File: src/rtl/pipelined_cond_sum_adder_if.sv
// Valid/ready operation and result channels of the pipelined conditional-sum adder.
// master drives operations and result acceptance; slave is the adder itself.
interface pipelined_cond_sum_adder_if #(
    parameter int N = 32
);
    logic         in_valid;
    logic         in_ready;
    logic [N-1:0] in_a;
    logic [N-1:0] in_b;
    logic         in_cin;
    logic         in_sub;
    logic         out_valid;
    logic         out_ready;
    logic [N-1:0] out_y;
    logic         out_cout;
    logic         out_ovf;

    modport master (
        output in_valid, in_a, in_b, in_cin, in_sub, out_ready,
        input  in_ready, out_valid, out_y, out_cout, out_ovf
    );

    modport slave (
        input  in_valid, in_a, in_b, in_cin, in_sub, out_ready,
        output in_ready, out_valid, out_y, out_cout, out_ovf
    );
endinterface

File: src/rtl/pipelined_cond_sum_adder.sv
// Pipelined conditional-sum adder/subtractor: leaf chunks compute sums for both carry-ins,
// then log2(N/CHUNK) registered levels merge neighbouring groups; final mux picks by carry-in.
module pipelined_cond_sum_adder #(
    parameter int N     = 32,
    parameter int CHUNK = 4
) (
    input  logic clk,
    input  logic rst_n,
    pipelined_cond_sum_adder_if.slave bus
);
    localparam int NCHUNK = N / CHUNK;
    localparam int LEVELS = $clog2(NCHUNK);

    if (((N % CHUNK) != 0) || ((NCHUNK & (NCHUNK - 1)) != 0)) begin : g_bad_param
        $error("pipelined_cond_sum_adder: N must be CHUNK times a power of two");
    end

    logic [LEVELS:0] vld_r;
    logic [LEVELS:0] load_s;
    logic [N-1:0]    out_y_s;

    // A stage may load when it is empty or its successor takes its contents this cycle.
    always_comb begin
        load_s         = '0;
        load_s[LEVELS] = ~vld_r[LEVELS] | bus.out_ready;
        for (int k = LEVELS - 1; k >= 0; k--) begin
            load_s[k] = ~vld_r[k] | load_s[k+1];
        end
    end

    // Per-stage valid bits shift forward only where a stage loads.
    always_ff @(posedge clk or negedge rst_n) begin
        if (!rst_n) begin
            vld_r <= '0;
        end else begin
            if (load_s[0]) begin
                vld_r[0] <= bus.in_valid;
            end
            for (int k = 1; k <= LEVELS; k++) begin
                if (load_s[k]) begin
                    vld_r[k] <= vld_r[k-1];
                end
            end
        end
    end

    for (genvar k = 0; k <= LEVELS; k++) begin : stg
        localparam int NG = NCHUNK >> k;

        logic [N-1:0]  s0_r, s1_r, nxt_s0, nxt_s1;
        logic [NG-1:0] c0_r, c1_r, nxt_c0, nxt_c1;
        logic          ceff_r, amsb_r, bmsb_r;
        logic          nxt_ceff, nxt_amsb, nxt_bmsb;

        if (k == 0) begin : g_leaf
            logic [N-1:0] b_eff_s;
            logic [CHUNK:0] sum0_s, sum1_s;

            // Leaf chunk adders evaluated for both possible chunk carry-ins.
            always_comb begin
                b_eff_s  = bus.in_sub ? ~bus.in_b : bus.in_b;
                nxt_ceff = bus.in_sub ? 1'b1 : bus.in_cin;
                nxt_amsb = bus.in_a[N-1];
                nxt_bmsb = b_eff_s[N-1];
                nxt_s0   = '0;
                nxt_s1   = '0;
                nxt_c0   = '0;
                nxt_c1   = '0;
                sum0_s   = '0;
                sum1_s   = '0;
                for (int c = 0; c < NCHUNK; c++) begin
                    sum0_s = {1'b0, bus.in_a[c*CHUNK +: CHUNK]} + {1'b0, b_eff_s[c*CHUNK +: CHUNK]};
                    sum1_s = sum0_s + {{CHUNK{1'b0}}, 1'b1};
                    nxt_s0[c*CHUNK +: CHUNK] = sum0_s[CHUNK-1:0];
                    nxt_s1[c*CHUNK +: CHUNK] = sum1_s[CHUNK-1:0];
                    nxt_c0[c] = sum0_s[CHUNK];
                    nxt_c1[c] = sum1_s[CHUNK];
                end
            end
        end else begin : g_merge
            localparam int HW = CHUNK << (k - 1);
            localparam int W  = CHUNK << k;

            // Upper half of each merged group follows the lower half's carry for each hypothesis.
            always_comb begin
                nxt_s0   = stg[k-1].s0_r;
                nxt_s1   = stg[k-1].s1_r;
                nxt_c0   = '0;
                nxt_c1   = '0;
                nxt_ceff = stg[k-1].ceff_r;
                nxt_amsb = stg[k-1].amsb_r;
                nxt_bmsb = stg[k-1].bmsb_r;
                for (int i = 0; i < N; i++) begin
                    if ((i % W) >= HW) begin
                        nxt_s0[i] = stg[k-1].c0_r[2*(i/W)] ? stg[k-1].s1_r[i] : stg[k-1].s0_r[i];
                        nxt_s1[i] = stg[k-1].c1_r[2*(i/W)] ? stg[k-1].s1_r[i] : stg[k-1].s0_r[i];
                    end else begin
                        nxt_s0[i] = stg[k-1].s0_r[i];
                        nxt_s1[i] = stg[k-1].s1_r[i];
                    end
                end
                for (int g = 0; g < NG; g++) begin
                    nxt_c0[g] = stg[k-1].c0_r[2*g] ? stg[k-1].c1_r[2*g+1] : stg[k-1].c0_r[2*g+1];
                    nxt_c1[g] = stg[k-1].c1_r[2*g] ? stg[k-1].c1_r[2*g+1] : stg[k-1].c0_r[2*g+1];
                end
            end
        end

        // Stage data register; holds while stalled.
        always_ff @(posedge clk or negedge rst_n) begin
            if (!rst_n) begin
                s0_r   <= '0;
                s1_r   <= '0;
                c0_r   <= '0;
                c1_r   <= '0;
                ceff_r <= 1'b0;
                amsb_r <= 1'b0;
                bmsb_r <= 1'b0;
            end else if (load_s[k]) begin
                s0_r   <= nxt_s0;
                s1_r   <= nxt_s1;
                c0_r   <= nxt_c0;
                c1_r   <= nxt_c1;
                ceff_r <= nxt_ceff;
                amsb_r <= nxt_amsb;
                bmsb_r <= nxt_bmsb;
            end
        end
    end

    assign out_y_s       = stg[LEVELS].ceff_r ? stg[LEVELS].s1_r : stg[LEVELS].s0_r;
    assign bus.in_ready  = load_s[0];
    assign bus.out_valid = vld_r[LEVELS];
    assign bus.out_y     = out_y_s;
    assign bus.out_cout  = stg[LEVELS].ceff_r ? stg[LEVELS].c1_r[0] : stg[LEVELS].c0_r[0];
    assign bus.out_ovf   = (stg[LEVELS].amsb_r == stg[LEVELS].bmsb_r) &&
                           (out_y_s[N-1] != stg[LEVELS].amsb_r);
endmodule

File: src/flat_wrapper.sv
// flat-port wrapper written by rule: the top's interface ports become plain ports
module pipelined_cond_sum_adder_flat 
#(
    parameter int N     = 32,
    parameter int CHUNK = 4
)
  (clk, rst_n, bus_in_valid, bus_in_a, bus_in_b, bus_in_cin, bus_in_sub, bus_out_ready, bus_in_ready, bus_out_valid, bus_out_y, bus_out_cout, bus_out_ovf);
  pipelined_cond_sum_adder_if #(.N(N)) bus_i ();
  input  logic clk;
  input  logic rst_n;
  input wire logic [$bits(bus_i.in_valid)-1:0] bus_in_valid;
  input wire logic [$bits(bus_i.in_a)-1:0] bus_in_a;
  input wire logic [$bits(bus_i.in_b)-1:0] bus_in_b;
  input wire logic [$bits(bus_i.in_cin)-1:0] bus_in_cin;
  input wire logic [$bits(bus_i.in_sub)-1:0] bus_in_sub;
  input wire logic [$bits(bus_i.out_ready)-1:0] bus_out_ready;
  output wire logic [$bits(bus_i.in_ready)-1:0] bus_in_ready;
  output wire logic [$bits(bus_i.out_valid)-1:0] bus_out_valid;
  output wire logic [$bits(bus_i.out_y)-1:0] bus_out_y;
  output wire logic [$bits(bus_i.out_cout)-1:0] bus_out_cout;
  output wire logic [$bits(bus_i.out_ovf)-1:0] bus_out_ovf;
  assign bus_i.in_valid = bus_in_valid;
  assign bus_i.in_a = bus_in_a;
  assign bus_i.in_b = bus_in_b;
  assign bus_i.in_cin = bus_in_cin;
  assign bus_i.in_sub = bus_in_sub;
  assign bus_i.out_ready = bus_out_ready;
  assign bus_in_ready = bus_i.in_ready;
  assign bus_out_valid = bus_i.out_valid;
  assign bus_out_y = bus_i.out_y;
  assign bus_out_cout = bus_i.out_cout;
  assign bus_out_ovf = bus_i.out_ovf;
  pipelined_cond_sum_adder #(.N(N), .CHUNK(CHUNK)) u_core (.clk(clk), .rst_n(rst_n), .bus(bus_i));
endmodule
File: config.mk
export PLATFORM = sky130hd
export DESIGN_NAME = pipelined_cond_sum_adder_flat
export DESIGN_NICKNAME = d
export VERILOG_FILES = /design/src/rtl/pipelined_cond_sum_adder_if.sv /design/src/rtl/pipelined_cond_sum_adder.sv /design/src/flat_wrapper.sv
export SDC_FILE = /design/constraint.sdc
export NUM_CORES = 1
export LEC_CHECK = 0
export CAP_MARGIN = 0
export CORE_MARGIN = 3
export CORE_UTILIZATION = 47
export DETAILED_ROUTE_END_ITERATION = 6
export MAX_ROUTING_LAYER = met4
export PLACE_DENSITY_LB_ADDON = 0.08
export SYNTH_ARGS = -nofsm -noshare
export SYNTH_HDL_FRONTEND = slang
export SYNTH_SLANG_ARGS = --single-unit
File: constraint.sdc
create_clock -name clk -period 2.4 [get_ports clk]
set_clock_uncertainty 0.2 [all_clocks]
set_input_delay 0.24 -clock clk [delete_from_list [all_inputs] [get_ports clk]]
set_output_delay 0.24 -clock clk [all_outputs]
set_load 0.02 [all_outputs]
==> results.yml <==
drt:
  num_vias: 9248
  drt_first_pass_iters: 5
  wl_per_cell_um: 15.0
  vias_per_cell: 4.91
  drc: 0
  antenna_left: 0
  wirelength_um: 28300
  drtIter0Drc: 541
finish:
  syn_to_final_growth_pct: 21.0
  final_common_cell: "dfrtp_1"
  post-route-util_pct: 58.0
  final_cell_area_um2: 17200
  drive_gt1_share_pct: 15.7
  antennaDiodeCount: 0
  fillers: 2619
  layout_common_cells: "301 x dfrtp_1, 283 x nand2_1, 110 x mux2i_1"
  final_cells: 1883
  fin_nets: 1589
timing:
  slew_headroom_pct: 58.3
  final.setup.worst_slack_ns: 0.0490
  setup_viol: 0
  slew_violations: 0
  max_freq_ghz: 0.425
  fin_crit_sh_pct: 98.0
  finalHoldViolations: 0
  rsz0062_at_grt: "false"
  finalSetupTns_ns: 0
  worst_slew_pin_slew_ns: 0.626
  fin_crit_ns: 2.35
yosys:
  synth_seq_area_share_pct: 53.1
  ys_seq_elements: 302
  yosysWarnings: 0
  synthCells: 1340
  synth-main-ff-cell: "dfrtp_1"
  synthDistinctLibCells: 35
  syn_area_per_cell_um2: 10.6
  synth_top_area_cell: "dfrtp_1"
  syn_nets: 1460
  synthArstFlopShare_pct: 100
  synth_top_area_share_pct: 53.1
  synth_area_leaders: "dfrtp_1 53%, mux2_2 8.1%, mux2i_1 7.7%"
  synth_area_um2: 14200
  synth_edf_count: 0
global_routing:
  grt_pass1_wl_um: 48800
  grt_max_degree: 90
  grt_antenna_before_repair: 0
  globalRoute.totalOverflow: 0
  grt.total_usage_pct: 18.5
  first_global_vias: 9191
floorplanning:
  die_y_um: 180
  row_count: 63
  start_util_pct: 47.9
  ios: 106
  die_w_um: 180
  design.die.area_um2: 32400
  core_um2: 29700
worst_setup_path:
  worstSetupPathType: "reg -> out"
  end_kind: "output port"
  crit_fanout: 3
  start_kind: "flop"
  crit_required_ns: 1.96
  reg2reg_slack_ns: 0.53
  critPathArrivalTime_ns: 1.91
clock_tree:
  cts_sinks: 302
  clockBufferDepth: 3
  cts_root_buffer: "clkbuf_16"
  cts_tree: "yes"
  cts-htree-levels: 1
  clkTransAtPathRegs_ns: 0.06
  post-cts-setup-buffer-count: 0
  cts_buffers: 31
  clk_latency_ns: 0.54
placement:
  port_buffers: 105
  place.gp.congestion: 0.759
  dp_hpwl_um: 20100
  dp.cells: 1825
  place_area_um2: 16100
  place_worst_setup_slack_ns: -0.236
pwr:
  peakVddDrop_v: 0.000579
  p_leak_nw: 8.20
  power_density_nw_per_um2: 1130
hold_path:
  hold_class: "in -> async"
run:
  cap_violations: 0
run_status:
  status: "finished, final reports clean"
==> report_power, final <==
group | internal, mW | switching [mW]
clock | 2.82 | 1.91
combinational | 3.16 | 2.95
sequential | 7.13 | 1.49
==> worst paths after layout <==
path / from / to / cells past startpoint
max: u_core.stg[3].ceff_r$_DFFE_PN0P_ / bus_out_y[31] / 2
min: rst_n / u_core.stg[3].s1_r[29]$_DFFE_PN0P_ / 2
max reg2reg: u_core.vld_r[3]$_DFFE_PN0P_ / u_core.stg[0].c1_r[7]$_DFFE_PN0P_ / 6
min reg2reg: u_core.stg[1].s0_r[1]$_DFFE_PN0P_ / u_core.stg[1].s0_r[1]$_DFFE_PN0P_ / 2
max in group asynchronous: rst_n / u_core.stg[1].s1_r[6]$_DFFE_PN0P_ / 3
min in group clk: bus_in_valid / u_core.vld_r[0]$_DFFE_PN0P_ / 2
==> state kept, by name, indices dropped and copies added (netlist names) <==
name and flops:
u_core.stg.c0_r 15, u_core.stg.ceff_r 4, u_core.stg.c1_r 15, u_core.stg.s0_r 128, u_core.stg.bmsb_r 4, u_core.stg.amsb_r 4
u_core.stg.s1_r 128, u_core.vld_r 4
==> cell usage after synthesis, drive strengths merged (6+ instances only) <==
master,count
clkbuf,24
xor2,43
nor3b,8
nor2,91
inv,25
o21ai,100
nand3,6
nor2b,6
buf,57
dfrtp,302
a21o,9
fa,8
ha,42
xnor2,21
mux2,106
mux2i,110
nand2b,7
nand2,284
a21oi,65
==> layer usage <==
layer | global-route usage, % | wire (µm) | vias up
met4 | 3.07 | 366 | 0
met2 | 22.7 | 10100 | 169
met3 | 2.12 | 1080 | 30
met5 | - | 0 | -
li1 | - | - | 4744
met1 | 32.3 | 16700 | 4305
==> stage by stage <==
step           power (mW)  hold slack [ns]
2_1_floorplan        12.4           -0.256
3_3_place_gp         14.8           0.0548
3_5_place_dp         15.0           0.0640
4_1_cts              19.7           0.0435
5_1_grt              20.9           0.0520
6_report             19.5           0.0451
==> layout make-up <==
class                      instances  area [µm²]  share of cell area, %
sequential                       302        7560                   43.9
multi-input combinational        932        6230                   36.1
timing repair buffer             177        1840                   10.7
clock buffer                      48         950                   5.51
tap                              390         488                   2.83
inverter                          25        93.8                  0.545
clock inverter                     9        76.3                  0.443
==> cell families after synthesis <==
group | synth area share [%]
buffers and inverters | 3.27
AO/OA/AOI/OAI | 6.80
AND/OR/NAND/NOR | 12.0
flip-flops | 53.1
multiplexers | 16.1
adder cells (fa/ha/maj) | 4.82
XOR/XNOR | 3.94
==> critical path, cell delays in order (launching register included) <==
cell and delay (ns):
dfrtp_2 0.42, mux2_2 0.40, clkdlybuf4s50_1 0.55
==> timing repair <==
action,in CTS,in global routing
gates resized for setup,9,31
hold buffers,1,0
endpoints found under the setup margin,34,27
endpoints found under the hold margin,300,0
No activity file was read; power rests on OpenSTA's default activity.
